## config.mk

```make
export PLATFORM = sky130hd
export DESIGN_NAME = mc_ctrl_ws_flat
export DESIGN_NICKNAME = d
export VERILOG_FILES = /design/src/rtl/mc_ctrl_ws_if.sv /design/src/rtl/mc_ctrl_ws.sv /design/src/flat_wrapper.sv
export SDC_FILE = /design/constraint.sdc
export NUM_CORES = 1
export LEC_CHECK = 0
export CAP_MARGIN = 30
export CORE_MARGIN = 3
export CORE_UTILIZATION = 45
export CTS_BUF_LIST = sky130_fd_sc_hd__clkbuf_4 sky130_fd_sc_hd__clkbuf_8 sky130_fd_sc_hd__clkbuf_16
export CTS_CLUSTER_DIAMETER = 80
export DETAILED_ROUTE_END_ITERATION = 16
export PLACE_DENSITY = 0.81
export SLEW_MARGIN = 20
export SYNTH_ARGS = -nofsm -noshare
export SYNTH_HDL_FRONTEND = slang
export SYNTH_SLANG_ARGS = --single-unit
```

## constraint.sdc

```tcl
create_clock -name clk -period 7.2 [get_ports clk]
set_input_delay 0.72 -clock clk [delete_from_list [all_inputs] [get_ports clk]]
set_output_delay 0.72 -clock clk [all_outputs]
set_load 0.05 [all_outputs]
```

## src/rtl/mc_ctrl_ws_if.sv

```systemverilog
// Control bus between the multicycle controller and the datapath/memory.
// The controller drives selects/enables; the datapath supplies IR contents and memory ready.
interface mc_ctrl_ws_if #(
  parameter int ALUOP_W = 5,
  parameter int CNT_W   = 32
);
  logic [31:0]        instr;
  logic               mem_ready;
  logic               mem_req;
  logic [1:0]         IorD_o;
  logic               PCWrite_o;
  logic               PCWriteCond_o;
  logic               MemWrite_o;
  logic               IRWrite_o;
  logic [1:0]         MemtoReg_o;
  logic [1:0]         PCSrc_o;
  logic [ALUOP_W-1:0] ALUOp_o;
  logic [1:0]         ALUSrcA_o;
  logic [1:0]         ALUSrcB_o;
  logic               RegWrite_o;
  logic [1:0]         RegDst_o;
  logic [1:0]         EXTOp_o;
  logic               trap_o;
  logic [1:0]         trap_code_o;
  logic [CNT_W-1:0]   retired_o;
  logic [3:0]         state_o;

  modport master (
    input  instr, mem_ready,
    output mem_req, IorD_o, PCWrite_o, PCWriteCond_o, MemWrite_o, IRWrite_o,
           MemtoReg_o, PCSrc_o, ALUOp_o, ALUSrcA_o, ALUSrcB_o, RegWrite_o,
           RegDst_o, EXTOp_o, trap_o, trap_code_o, retired_o, state_o
  );

  modport slave (
    output instr, mem_ready,
    input  mem_req, IorD_o, PCWrite_o, PCWriteCond_o, MemWrite_o, IRWrite_o,
           MemtoReg_o, PCSrc_o, ALUOp_o, ALUSrcA_o, ALUSrcB_o, RegWrite_o,
           RegDst_o, EXTOp_o, trap_o, trap_code_o, retired_o, state_o
  );
endinterface

```

## src/rtl/mc_ctrl_ws.sv

```systemverilog
// Multicycle MIPS controller with memory wait states, access watchdog,
// illegal-instruction trap and retired-instruction counter.
module mc_ctrl_ws #(
  parameter int ALUOP_W = 5,
  parameter int TIMEOUT = 255,
  parameter int CNT_W   = 32
) (
  input  logic          clk,
  input  logic          rst,
  mc_ctrl_ws_if.master  bus
);
  typedef enum logic [3:0] {
    S_FETCH = 4'd0, S_DECODE = 4'd1, S_ADDR = 4'd2, S_MEM = 4'd3, S_WB_MEM = 4'd4,
    S_EXEC = 4'd5, S_WB_ALU = 4'd6, S_BRANCH = 4'd7, S_JUMP = 4'd8, S_LINK = 4'd9,
    S_TRAP = 4'd15
  } state_t;

  localparam logic [ALUOP_W-1:0] ALU_ADD  = ALUOP_W'(0),  ALU_SUB  = ALUOP_W'(1),
                                 ALU_AND  = ALUOP_W'(2),  ALU_OR   = ALUOP_W'(3),
                                 ALU_XOR  = ALUOP_W'(4),  ALU_NOR  = ALUOP_W'(5),
                                 ALU_SLT  = ALUOP_W'(6),  ALU_SLTU = ALUOP_W'(7),
                                 ALU_SLL  = ALUOP_W'(8),  ALU_SRL  = ALUOP_W'(9),
                                 ALU_SRA  = ALUOP_W'(10), ALU_SLLV = ALUOP_W'(11),
                                 ALU_SRLV = ALUOP_W'(12), ALU_SRAV = ALUOP_W'(13),
                                 ALU_LUI  = ALUOP_W'(14), ALU_BNE  = ALUOP_W'(15),
                                 ALU_BLEZ = ALUOP_W'(16), ALU_BGTZ = ALUOP_W'(17),
                                 ALU_BLTZ = ALUOP_W'(18), ALU_BGEZ = ALUOP_W'(19);
  localparam logic [1:0] EXT_ZERO = 2'b00, EXT_SIGN = 2'b01;
  localparam logic [1:0] TC_NONE = 2'b00, TC_ILL = 2'b01, TC_TMO = 2'b10;
  localparam int WCNT_W = (TIMEOUT < 2) ? 1 : $clog2(TIMEOUT + 1);

  state_t              state_q, state_d;
  logic [WCNT_W-1:0]   wcnt_q, wcnt_d;
  logic [1:0]          tcode_q, tcode_d;
  logic [CNT_W-1:0]    ret_q, ret_d;

  logic [5:0] op, fn;
  logic [4:0] rt;
  assign op = bus.instr[31:26];
  assign fn = bus.instr[5:0];
  assign rt = bus.instr[20:16];
  logic unused_instr_bits;
  assign unused_instr_bits = ^{bus.instr[25:21], bus.instr[15:6]};

  logic is_r, is_jr, is_jalr, is_load, is_store, is_br, is_j, is_jal;
  assign is_r     = (op == 6'h00);
  assign is_jr    = is_r && (fn == 6'h08);
  assign is_jalr  = is_r && (fn == 6'h09);
  assign is_load  = (op == 6'h20) || (op == 6'h21) || (op == 6'h23) || (op == 6'h24) || (op == 6'h25);
  assign is_store = (op == 6'h28) || (op == 6'h29) || (op == 6'h2B);
  assign is_br    = (op == 6'h01) || (op >= 6'h04 && op <= 6'h07);
  assign is_j     = (op == 6'h02);
  assign is_jal   = (op == 6'h03);

  logic r_alu, r_shamt, i_alu;
  logic [ALUOP_W-1:0] r_op, i_op;
  always_comb begin
    r_alu = 1'b1; r_shamt = 1'b0; r_op = ALU_ADD;
    unique case (fn)
      6'h20, 6'h21: r_op = ALU_ADD;
      6'h22, 6'h23: r_op = ALU_SUB;
      6'h24: r_op = ALU_AND;
      6'h25: r_op = ALU_OR;
      6'h26: r_op = ALU_XOR;
      6'h27: r_op = ALU_NOR;
      6'h2A: r_op = ALU_SLT;
      6'h2B: r_op = ALU_SLTU;
      6'h00: begin r_op = ALU_SLL; r_shamt = 1'b1; end
      6'h02: begin r_op = ALU_SRL; r_shamt = 1'b1; end
      6'h03: begin r_op = ALU_SRA; r_shamt = 1'b1; end
      6'h04: r_op = ALU_SLLV;
      6'h06: r_op = ALU_SRLV;
      6'h07: r_op = ALU_SRAV;
      default: r_alu = 1'b0;
    endcase
    i_alu = 1'b1; i_op = ALU_ADD;
    unique case (op)
      6'h08, 6'h09: i_op = ALU_ADD;
      6'h0A: i_op = ALU_SLT;
      6'h0B: i_op = ALU_SLTU;
      6'h0C: i_op = ALU_AND;
      6'h0D: i_op = ALU_OR;
      6'h0E: i_op = ALU_XOR;
      6'h0F: i_op = ALU_LUI;
      default: i_alu = 1'b0;
    endcase
  end

  // Watchdog fires on the cycle the wait count reaches TIMEOUT with memory still busy.
  logic timeout;
  assign timeout = (TIMEOUT > 0) && (wcnt_q == WCNT_W'(TIMEOUT)) && !bus.mem_ready;

  logic pcw, pcwc, memw, irw, regw, req;
  logic [1:0] iord, m2r, pcsrc, srca, srcb, rdst;
  logic [ALUOP_W-1:0] aluop;

  always_comb begin
    state_d = state_q;
    pcw = 1'b0; pcwc = 1'b0; memw = 1'b0; irw = 1'b0; regw = 1'b0; req = 1'b0;
    iord = 2'b00; m2r = 2'b00; pcsrc = 2'b00; srca = 2'b00; srcb = 2'b01; rdst = 2'b00;
    aluop = ALU_ADD;
    unique case (state_q)
      S_FETCH: begin
        req = 1'b1;
        if (timeout) state_d = S_TRAP;
        else if (bus.mem_ready) begin pcw = 1'b1; irw = 1'b1; state_d = S_DECODE; end
      end
      S_DECODE: begin
        srcb = 2'b11;
        if (is_load || is_store)                          state_d = S_ADDR;
        else if ((is_r && (r_alu || is_jr)) || i_alu)     state_d = S_EXEC;
        else if (is_br)                                   state_d = S_BRANCH;
        else if (is_j)                                    state_d = S_JUMP;
        else if (is_jal || is_jalr)                       state_d = S_LINK;
        else                                              state_d = S_TRAP;
      end
      S_ADDR: begin srca = 2'b01; srcb = 2'b10; state_d = S_MEM; end
      S_MEM: begin
        req = 1'b1; iord = 2'b01;
        if (timeout) state_d = S_TRAP;
        else begin
          memw = is_store;
          if (bus.mem_ready) state_d = is_store ? S_FETCH : S_WB_MEM;
        end
      end
      S_WB_MEM: begin regw = 1'b1; m2r = 2'b01; state_d = S_FETCH; end
      S_EXEC: begin
        if (is_r) begin
          srcb = 2'b00;
          srca = r_shamt ? 2'b10 : 2'b01;
          aluop = (is_jr || is_jalr) ? ALU_ADD : r_op;
          state_d = (is_jr || is_jalr) ? S_JUMP : S_WB_ALU;
        end else begin
          srca = 2'b01; srcb = 2'b10; aluop = i_op; state_d = S_WB_ALU;
        end
      end
      S_WB_ALU: begin regw = 1'b1; rdst = is_r ? 2'b01 : 2'b00; state_d = S_FETCH; end
      S_LINK: begin
        regw = 1'b1; m2r = 2'b10;
        rdst = is_jal ? 2'b10 : 2'b01;
        state_d = is_jal ? S_JUMP : S_EXEC;
      end
      S_BRANCH: begin
        pcwc = 1'b1; pcsrc = 2'b01; srca = 2'b01; srcb = 2'b00;
        unique case (op)
          6'h05:   aluop = ALU_BNE;
          6'h06:   aluop = ALU_BLEZ;
          6'h07:   aluop = ALU_BGTZ;
          6'h01:   aluop = (rt == 5'd0) ? ALU_BLTZ : ALU_BGEZ;
          default: aluop = ALU_SUB;
        endcase
        state_d = S_FETCH;
      end
      S_JUMP: begin
        pcw = 1'b1; pcsrc = (is_j || is_jal) ? 2'b10 : 2'b01; state_d = S_FETCH;
      end
      S_TRAP: state_d = S_TRAP;
      default: state_d = S_FETCH;
    endcase
  end

  always_comb begin
    wcnt_d = '0;
    if ((state_q == S_FETCH || state_q == S_MEM) && !bus.mem_ready && !timeout)
      wcnt_d = wcnt_q + 1'b1;
    tcode_d = tcode_q;
    if (state_d == S_TRAP && state_q != S_TRAP)
      tcode_d = (state_q == S_DECODE) ? TC_ILL : TC_TMO;
    ret_d = ret_q;
    if (state_d == S_FETCH && state_q != S_FETCH)
      ret_d = ret_q + 1'b1;
  end

  always_ff @(posedge clk or posedge rst) begin
    if (rst) begin
      state_q <= S_FETCH;
      wcnt_q  <= '0;
      tcode_q <= TC_NONE;
      ret_q   <= '0;
    end else begin
      state_q <= state_d;
      wcnt_q  <= wcnt_d;
      tcode_q <= tcode_d;
      ret_q   <= ret_d;
    end
  end

  // Reset is asynchronous, so enables are also masked combinationally while it is held.
  assign bus.mem_req       = req  & ~rst;
  assign bus.PCWrite_o     = pcw  & ~rst;
  assign bus.PCWriteCond_o = pcwc & ~rst;
  assign bus.MemWrite_o    = memw & ~rst;
  assign bus.IRWrite_o     = irw  & ~rst;
  assign bus.RegWrite_o    = regw & ~rst;
  assign bus.IorD_o        = iord;
  assign bus.MemtoReg_o    = m2r;
  assign bus.PCSrc_o       = pcsrc;
  assign bus.ALUOp_o       = aluop;
  assign bus.ALUSrcA_o     = srca;
  assign bus.ALUSrcB_o     = srcb;
  assign bus.RegDst_o      = rdst;
  assign bus.EXTOp_o       = (op == 6'h08 || op == 6'h09 || op == 6'h0A || is_br || is_load || is_store)
                             ? EXT_SIGN : EXT_ZERO;
  assign bus.trap_o        = (state_q == S_TRAP);
  assign bus.trap_code_o   = tcode_q;
  assign bus.retired_o     = ret_q;
  assign bus.state_o       = state_q;
endmodule

```

## src/flat_wrapper.sv

```systemverilog
// flat-port wrapper written by rule: the top's interface ports become plain ports
module mc_ctrl_ws_flat 
#(
  parameter int ALUOP_W = 5,
  parameter int TIMEOUT = 255,
  parameter int CNT_W   = 32
)
  (clk, rst, bus_instr, bus_mem_ready, bus_mem_req, bus_IorD_o, bus_PCWrite_o, bus_PCWriteCond_o, bus_MemWrite_o, bus_IRWrite_o, bus_MemtoReg_o, bus_PCSrc_o, bus_ALUOp_o, bus_ALUSrcA_o, bus_ALUSrcB_o, bus_RegWrite_o, bus_RegDst_o, bus_EXTOp_o, bus_trap_o, bus_trap_code_o, bus_retired_o, bus_state_o);
  mc_ctrl_ws_if #(.ALUOP_W(ALUOP_W), .CNT_W(CNT_W)) bus_i ();
  input  logic clk;
  input  logic rst;
  input wire logic [$bits(bus_i.instr)-1:0] bus_instr;
  input wire logic [$bits(bus_i.mem_ready)-1:0] bus_mem_ready;
  output wire logic [$bits(bus_i.mem_req)-1:0] bus_mem_req;
  output wire logic [$bits(bus_i.IorD_o)-1:0] bus_IorD_o;
  output wire logic [$bits(bus_i.PCWrite_o)-1:0] bus_PCWrite_o;
  output wire logic [$bits(bus_i.PCWriteCond_o)-1:0] bus_PCWriteCond_o;
  output wire logic [$bits(bus_i.MemWrite_o)-1:0] bus_MemWrite_o;
  output wire logic [$bits(bus_i.IRWrite_o)-1:0] bus_IRWrite_o;
  output wire logic [$bits(bus_i.MemtoReg_o)-1:0] bus_MemtoReg_o;
  output wire logic [$bits(bus_i.PCSrc_o)-1:0] bus_PCSrc_o;
  output wire logic [$bits(bus_i.ALUOp_o)-1:0] bus_ALUOp_o;
  output wire logic [$bits(bus_i.ALUSrcA_o)-1:0] bus_ALUSrcA_o;
  output wire logic [$bits(bus_i.ALUSrcB_o)-1:0] bus_ALUSrcB_o;
  output wire logic [$bits(bus_i.RegWrite_o)-1:0] bus_RegWrite_o;
  output wire logic [$bits(bus_i.RegDst_o)-1:0] bus_RegDst_o;
  output wire logic [$bits(bus_i.EXTOp_o)-1:0] bus_EXTOp_o;
  output wire logic [$bits(bus_i.trap_o)-1:0] bus_trap_o;
  output wire logic [$bits(bus_i.trap_code_o)-1:0] bus_trap_code_o;
  output wire logic [$bits(bus_i.retired_o)-1:0] bus_retired_o;
  output wire logic [$bits(bus_i.state_o)-1:0] bus_state_o;
  assign bus_i.instr = bus_instr;
  assign bus_i.mem_ready = bus_mem_ready;
  assign bus_mem_req = bus_i.mem_req;
  assign bus_IorD_o = bus_i.IorD_o;
  assign bus_PCWrite_o = bus_i.PCWrite_o;
  assign bus_PCWriteCond_o = bus_i.PCWriteCond_o;
  assign bus_MemWrite_o = bus_i.MemWrite_o;
  assign bus_IRWrite_o = bus_i.IRWrite_o;
  assign bus_MemtoReg_o = bus_i.MemtoReg_o;
  assign bus_PCSrc_o = bus_i.PCSrc_o;
  assign bus_ALUOp_o = bus_i.ALUOp_o;
  assign bus_ALUSrcA_o = bus_i.ALUSrcA_o;
  assign bus_ALUSrcB_o = bus_i.ALUSrcB_o;
  assign bus_RegWrite_o = bus_i.RegWrite_o;
  assign bus_RegDst_o = bus_i.RegDst_o;
  assign bus_EXTOp_o = bus_i.EXTOp_o;
  assign bus_trap_o = bus_i.trap_o;
  assign bus_trap_code_o = bus_i.trap_code_o;
  assign bus_retired_o = bus_i.retired_o;
  assign bus_state_o = bus_i.state_o;
  mc_ctrl_ws #(.ALUOP_W(ALUOP_W), .TIMEOUT(TIMEOUT), .CNT_W(CNT_W)) u_core (.clk(clk), .rst(rst), .bus(bus_i));
endmodule
```

## Word level (Yosys, flattened, before mapping)

Index checks and enable logic that the tools add are counted.

- Register bits after elaboration: 46
- Memory bits (writable): 0
- Bits in read-only memories: 0
- Input port bits: 35
- Logic and storage cells: 158
- Memories: 0
- Latch bits: 0
- Output and inout bits: 64

- Mux-type cells: 48
- Shifts and indexed selects: 0
- Add/sub/neg operators: 2
- Bitwise gates (word level): 7
- Multipliers: 0
- Reductions and logical operators: 43
- Div/mod/pow operators: 0
- Eq/ne operators: 52
- Magnitude comparators: 2

Operators with widths:

| kind | number |
|---|---|
| 6-bit == test, second input constant | 18 |
| 6-bit by 4-bit == test with 1-bit output, second input constant | 10 |
| 4-bit one-hot mux with 13 select lines | 1 |
| 4-bit two-way mux | 12 |
| 6-bit by 3-bit == test with 1-bit output, second input constant | 6 |
| 32-bit by 1-bit adder with 32-bit output, second input constant | 1 |
| 4-bit one-hot mux with 7 select lines | 1 |
| 6-bit by 2-bit == test with 1-bit output, second input constant | 4 |
| 4-bit one-hot mux with 6 select lines | 1 |
| 5-bit one-hot mux with 4 select lines | 1 |
| 1-bit logical OR | 19 |
| 4-bit by 3-bit == test with 1-bit output, second input constant | 4 |
| 4-bit == test, second input constant | 4 |
| 2-bit one-hot mux with 2 select lines | 4 |
| 16-bit OR reduction | 1 |
| 1-bit two-way mux | 15 |
| 6-bit logical NOT | 2 |
| 2-bit two-way mux | 6 |
| 5-bit one-hot mux with 2 select lines | 1 |
| 1-bit logical AND | 9 |
| 8-bit by 1-bit adder with 8-bit output, second input constant | 1 |
| 4-bit by 2-bit == test with 1-bit output, second input constant | 2 |
| 8-bit == test, second input constant | 1 |
| 4-bit logical NOT | 2 |
| other kinds (18) | 28 |

## Longest topological paths before layout

Gate-level depths: netlist of run 1.

- Word-level depth: 11
- Depth in mapped cells: 11
- Mapped depth without buffers: 8

## Worst setup path after synthesis of run 1

OpenSTA, ideal clock, no wires.

- Path kind: flip-flop to output port
- Start point: register u_core.state_q[3] (netlist: u_core.bus.state_o[3])
- End point: output port bus_RegDst_o[0]
- Arrival time: 4.013 ns
- Cell stages (with the launch flop): 5
- Slack: 2.467 ns
- Cells stage by stage: dfrtp_1 -> clkbuf_1 -> nor4bb_1 -> a41oi_1 -> o21ai_0

- Longest elaborated chain between the ends: 2

Ends and longest elaborated chain:

| element | RTL line | source |
|---|---|---|
| from (decl) | mc_ctrl_ws.sv:32 | `state_t state_q, state_d;` |
| from (signal assigned) | mc_ctrl_ws.sv:181 | `state_q <= state_d;` |
| 4-bit == test or 4-bit by 3-bit == test with 1-bit output (tied branches) | mc_ctrl_ws.sv:102 | `unique case (state_q)` |
| 2-bit one-hot mux with 2 select lines (*) | mc_ctrl_ws.sv:102 |  |
| to (decl) | flat_wrapper.sv:26 | `output wire logic [$bits(bus_i.RegDst_o)-1:0] bus_RegDst_o;` |

Mark *: on every way between the ends. The rest lies on a longest branch, timed or not.

## Final worst setup path of run 1

- Start point: input port bus_instr[28]
- End point: output port bus_ALUOp_o[3]

- Longest elaborated chain between the ends: 6

Ends and longest elaborated chain:

| element | RTL line | source |
|---|---|---|
| from (decl) | flat_wrapper.sv:12 | `input wire logic [$bits(bus_i.instr)-1:0] bus_instr;` |
| parallel branches: the longest is 5 deep, another holds 6-bit by 4-bit == test with 1-bit output | -- |  |
| 5-bit one-hot mux with 2 select lines (*) | mc_ctrl_ws.sv:102 |  |
| to (decl) | flat_wrapper.sv:22 | `output wire logic [$bits(bus_i.ALUOp_o)-1:0] bus_ALUOp_o;` |

Mark *: on every way between the ends.

==> run metrics, run 1 <==
Req. time, crit path 6.48 ns; Worst Path Max Fanout 18; share of cells above drive strength 1 8.25%; first-pass GRT wire length 12800 microns; Cells after Synth 353; # IOs 99; area of the multi-input gates 1760 sq um; status completed; Syn Area/Cell 8.69 sq um; pin count of the biggest net entering global routing 48; MaxCap Viol Count 0; commonest cells after routing, fill and taps aside 81 x clkdlybuf4s50_1, 46 x dfrtp_1, 33 x nand2_1, 31 x nor2_1, 20 x xnor2_1; FMAX 220 MHz; gr usage total 20.3%; # DRC 0; Slew Limit Fails 0; EDFF count, synth 0; width of the die 88.6 microns; peak supply drop 81.6 uV; Slew @ Worst Pin 0.590 ns; Storage cell area 1150 sq um; most common cell after layout, fill and taps aside clkdlybuf4s50_1; layout net count 460; Fin. Hold Viols 0; Tcrit/Tclk final 63.1%; #FFs+latches synth 46; Skew-Pair Late Insertion Delay 0.30 ns; # H-tree levels 2; predominant post-synthesis flop cell dfrtp_1; synthesized area 3070 sq um; Placer Congestion 0.870; Vias 2883; Starting DRT DRC Count 195; Yosys Warn Count 0; port buffer count 81; CTS Buf Count 5; RSZ-0062 raised after global routing no; final setup fails 0; Highest Signal Layer met4; setup TNS 0 ns; crit path kind in -> out; Overall Power 468 uW; Async S/R FF share, synth 100%; vias in the first global route 2767; fillers 540; DR WL/cell 15.8 microns; Worst-path clk slew 0.08 ns; core footprint 6460 sq um; DRT Pass-1 Iters 5; Final Critical Period 4.54 ns; Inserted Diodes 0; sequential fraction of the synthesis area 37.5%; leak pwr 0.00164 uW; Post-CTS Setup Bufs 0; DR WL met2 3730 microns; post-CTS resize count 0; Final ANT Viol Nets 0; starting density of the core 47.5%; grt ovf 0; full die area 7840 sq um; Slew headroom 60.6%; Worst setup EP type output port; TritonCTS clock tree yes; Final Cell Area 3980 sq um; CTS Hold Bufs 0; Clock Path Buffers 2; initial antenna violation count 0; Area Overhead vs Synth 29.7%; Sink Count 46; Worst Skew 0.00948 ns; Pwr Density 118 nW/um^2; Final HPWL DP 5890 microns; Routed WL 7930 microns; metal3 WL 603 microns; WL met1 3480 microns; critical path data arrival time 3.82 ns; startpoint class of the critical path primary input; Placed Area 3860 sq um; Die H 88.6 microns; row cnt 29; Synth cell types 57; Root Driver clkbuf_8; Min-Delay Path Class reg -> reg; Avg Vias per Cell 5.75
[routing by layer]
layer | up-vias | GRT usage (%)
met2 | 122 | 33.5
met5 | - | 0
li1 | 1379 | -
met4 | 0 | 6.18
met1 | 1369 | 27.1
met3 | 13 | 3.82
[where the power goes]
group          total [uW]  leakage [uW]  internal, uW  switching (uW)
combinational        54.2      0.000990          21.1            33.0
sequential            260      0.000602           259           0.571
clock                 154     0.0000441          68.2            85.8
total                 468       0.00164           348             119
[kinds of logic after synthesis]
logic type	after synthesis	share of synthesized area [%]
AND/OR/NAND/NOR	178	33.5
XOR/XNOR	38	10.9
buffers and inverters	32	5.22
other	1	0.122
multiplexers	3	1.02
AO/OA/AOI/OAI	53	11.0
adder cells (fa/ha/maj)	2	0.816
flip-flops	46	37.5
[worst paths after layout]
path                                           from                  endpoint  slack (ns)  cells past startpoint
min reg2reg                u_core.bus.retired_o[31]  u_core.bus.retired_o[31]        0.48                      1
max in group asynchronous                       rst          u_core.wcnt_q[3]        5.91                      3
min                        u_core.bus.retired_o[31]  u_core.bus.retired_o[31]        0.48                      1
max                                   bus_instr[28]            bus_ALUOp_o[3]        2.66                      8
min in group asynchronous                       rst  u_core.bus.retired_o[28]        0.83                      2
max reg2reg                   u_core.bus.state_o[0]  u_core.bus.retired_o[23]        4.08                      7
[final cells by class]
class | count | area share [%]
inverter | 10 | 0.944
timing repair buffer | 84 | 21.2
clock buffer | 5 | 1.73
multi-input combinational | 276 | 44.2
sequential | 46 | 28.9
tap | 77 | 2.42
clock inverter | 3 | 0.535
[registers in the layout, summed over array words and instances (netlist names)]
signal                  cells
u_core.bus.trap_code_o      2
u_core.bus.retired_o       32
u_core.bus.state_o          4
u_core.wcnt_q               8
[worst max-delay path: stages]
cell             delay, ns
clkdlybuf4s50_1       0.69
or4_4                 0.71
nor3_1                0.40
nand3_1               0.20
o21ai_0               0.12
nand2_1               0.08
nand2_1               0.08
clkdlybuf4s50_1       0.81
[synthesized netlist by cell type (all sizes together) (8+ instances only)]
| master | number | area, sq um |
|---|---|---|
| a21oi | 16 | 80.1 |
| and3 | 11 | 68.8 |
| buf | 8 | 70.1 |
| clkbuf | 14 | 52.6 |
| dfrtp | 46 | 1150 |
| inv | 10 | 37.5 |
| nand2 | 33 | 124 |
| nand3 | 19 | 95.1 |
| nand4 | 15 | 93.8 |
| nor2 | 31 | 116 |
| nor2b | 8 | 50.1 |
| nor3 | 23 | 161 |
| o21ai | 13 | 65.1 |
| xnor2 | 20 | 175 |
| xor2 | 18 | 158 |
[metrics by stage]
stage	setup WS [ns]	hold slack (ns)	cells	util, %
floorplan	2.47	0.448	354	-
global placement	2.71	0.460	491	59.8
detailed placement	2.64	0.465	491	59.8
CTS	2.67	0.479	499	61.2
global route	2.49	0.514	501	61.6
finish	2.66	0.478	501	61.6
No activity file was read; power rests on OpenSTA's default activity.
==> inputs of run 2 (changes only) <==
- CORE_UTILIZATION: 45 -> 42
- PLACE_DENSITY: 0.81 -> 0.8
- clock period: 7.2 -> 4 ns (I/O delays scaled with it)
==> run metrics, run 2 (synthesized netlist as in run 1, its figures left out) <==
status completed; Min-Delay Path Class reg -> reg; Worst Skew 0.0103 ns; port buffer count 81; Starting DRT DRC Count 128; most common cell after layout, fill and taps aside clkdlybuf4s50_1; WP buf/inv 1; core footprint 6940 sq um; final core utilization 58.6%; first-pass GRT wire length 13200 microns; Seq pwr share 54.7%; gr usage total 18.7%; Fin. Hold Viols 0; combinational fraction of design power 12.0%; Slew Limit Fails 0; Tcrit/Tclk final 87.8%; Final Critical Period 3.51 ns; Placed Cells 523; # H-tree levels 2; internal power 634 uW; FMAX 285 MHz; non-filler cells, final 531; grt ovf 0; MaxCap Viol Count 0; Pwr Density 210 nW/um^2; starting density of the core 44.2%; Net Sw Frac 25.7%; TritonCTS clock tree yes; Vias 2906; vias in the first global route 2870; Avg Vias per Cell 5.47; Req. time, crit path 4.23 ns; leak pwr 0.00169 uW; Placer Congestion 0.973; Psw 220 uW; Worst-path clk slew 0.09 ns; Worst Path Max Fanout 17; Placement Setup Slack 0.174 ns; Post-CTS Setup Bufs 0; setup TNS 0 ns; CTS Buf Count 5; layout net count 471; full die area 8360 sq um; Clock Path Buffers 2; DR WL/cell 14.6 microns; initial antenna violation count 0; post-CTS resize count 0; Final ANT Viol Nets 0; Crit path top cell by count or4b_4; share of cells above drive strength 1 11.7%; Routed WL 7770 microns; # DRC 0; crit path kind in -> reg; max reg flops 32; startpoint class of the critical path primary input; RSZ-0062 raised after global routing no; pin count of the biggest net entering global routing 47; commonest cells after routing, fill and taps aside 77 x clkdlybuf4s50_1, 46 x dfrtp_1, 33 x nand2_1, 31 x nor2_1, 20 x xnor2_1; Inserted Diodes 0; critical path data arrival time 3.74 ns; Final HPWL DP 5880 microns; clock power share 33.2%; # IOs 99; final worst setup slack 0.489 ns; Skew-Pair Late Insertion Delay 0.30 ns; Worst setup EP type flip-flop; CTS Hold Bufs 0; Root Driver clkbuf_8; peak supply drop 232 uV; Max stage delay on crit path 0.72 ns; CP Cell Sequence clkdlybuf4s50_1 -> or4b_2 -> nor4_4 -> a2111oi_0 -> or4b_4 -> or4b_4 -> nor4_2 -> xnor2_1; fillers 626; Slew @ Worst Pin 0.566 ns; Area Overhead vs Synth 32.8%; Slew headroom 62.2%; slowest cell on the critical path or4b_2; Sink Count 46; final setup fails 0; row cnt 30; Die H 91.5 microns; delay-heaviest family, CP simple AND/OR/NAND/NOR gates; DRT Pass-1 Iters 4; width of the die 91.5 microns
-- run 2: worst paths after layout --
path                            cells past startpoint  slack (ns)                     start                         to
worst max-delay path                                8        0.49              bus_instr[1]   u_core.bus.retired_o[23]
worst min-delay path                                1        0.47  u_core.bus.retired_o[31]   u_core.bus.retired_o[31]
worst max register to register                      7        0.96     u_core.bus.state_o[1]   u_core.bus.retired_o[23]
worst min register to register                      1        0.47  u_core.bus.retired_o[31]   u_core.bus.retired_o[31]
max in group asynchronous                           3        2.92                       rst  u_core.bus.trap_code_o[1]
min in group asynchronous                           3        0.70                       rst      u_core.bus.state_o[2]
-- run 2: final cells by class --
type	count	area [sq um]	share of cell area (%)
clock inverter	3	23.8	0.584
inverter	10	37.5	0.922
multi-input combinational	276	1770	43.3
timing repair buffer	95	906	22.2
clock buffer	5	68.8	1.69
sequential	46	1150	28.3
tap	96	120	2.95
-- run 2: stage by stage --
stage | instance area (sq um) | hold WS, ns | power, uW
after floorplan | 3080 | 0.448 | 537
after global placement | 3980 | 0.462 | 578
after detailed placement | 3980 | 0.460 | 579
after CTS | 4070 | 0.478 | 865
after global routing | 4070 | 0.506 | 896
final | 4070 | 0.473 | 854
-- run 2: power by group through the flow --
| stage | clock (uW) | combinational, uW | sequential [uW] |
|---|---|---|---|
| after detailed placement | 0 | 103 | 477 |
| final | 284 | 103 | 467 |
| after floorplan | 0 | 54.2 | 483 |
| after global placement | 0 | 101 | 476 |
| after global routing | 316 | 113 | 467 |
| after CTS | 294 | 103 | 467 |
-- run 2: layer usage --
| layer | up-vias | global-route usage (%) | wire length, microns |
|---|---|---|---|
| li1 | 1400 | - | - |
| met2 | 101 | 31.6 | 3910 |
| met3 | 10 | 3.89 | 430 |
| met4 | 0 | 5.28 | 108 |
| met5 | - | 0 | 0 |
| met1 | 1395 | 24.2 | 3320 |
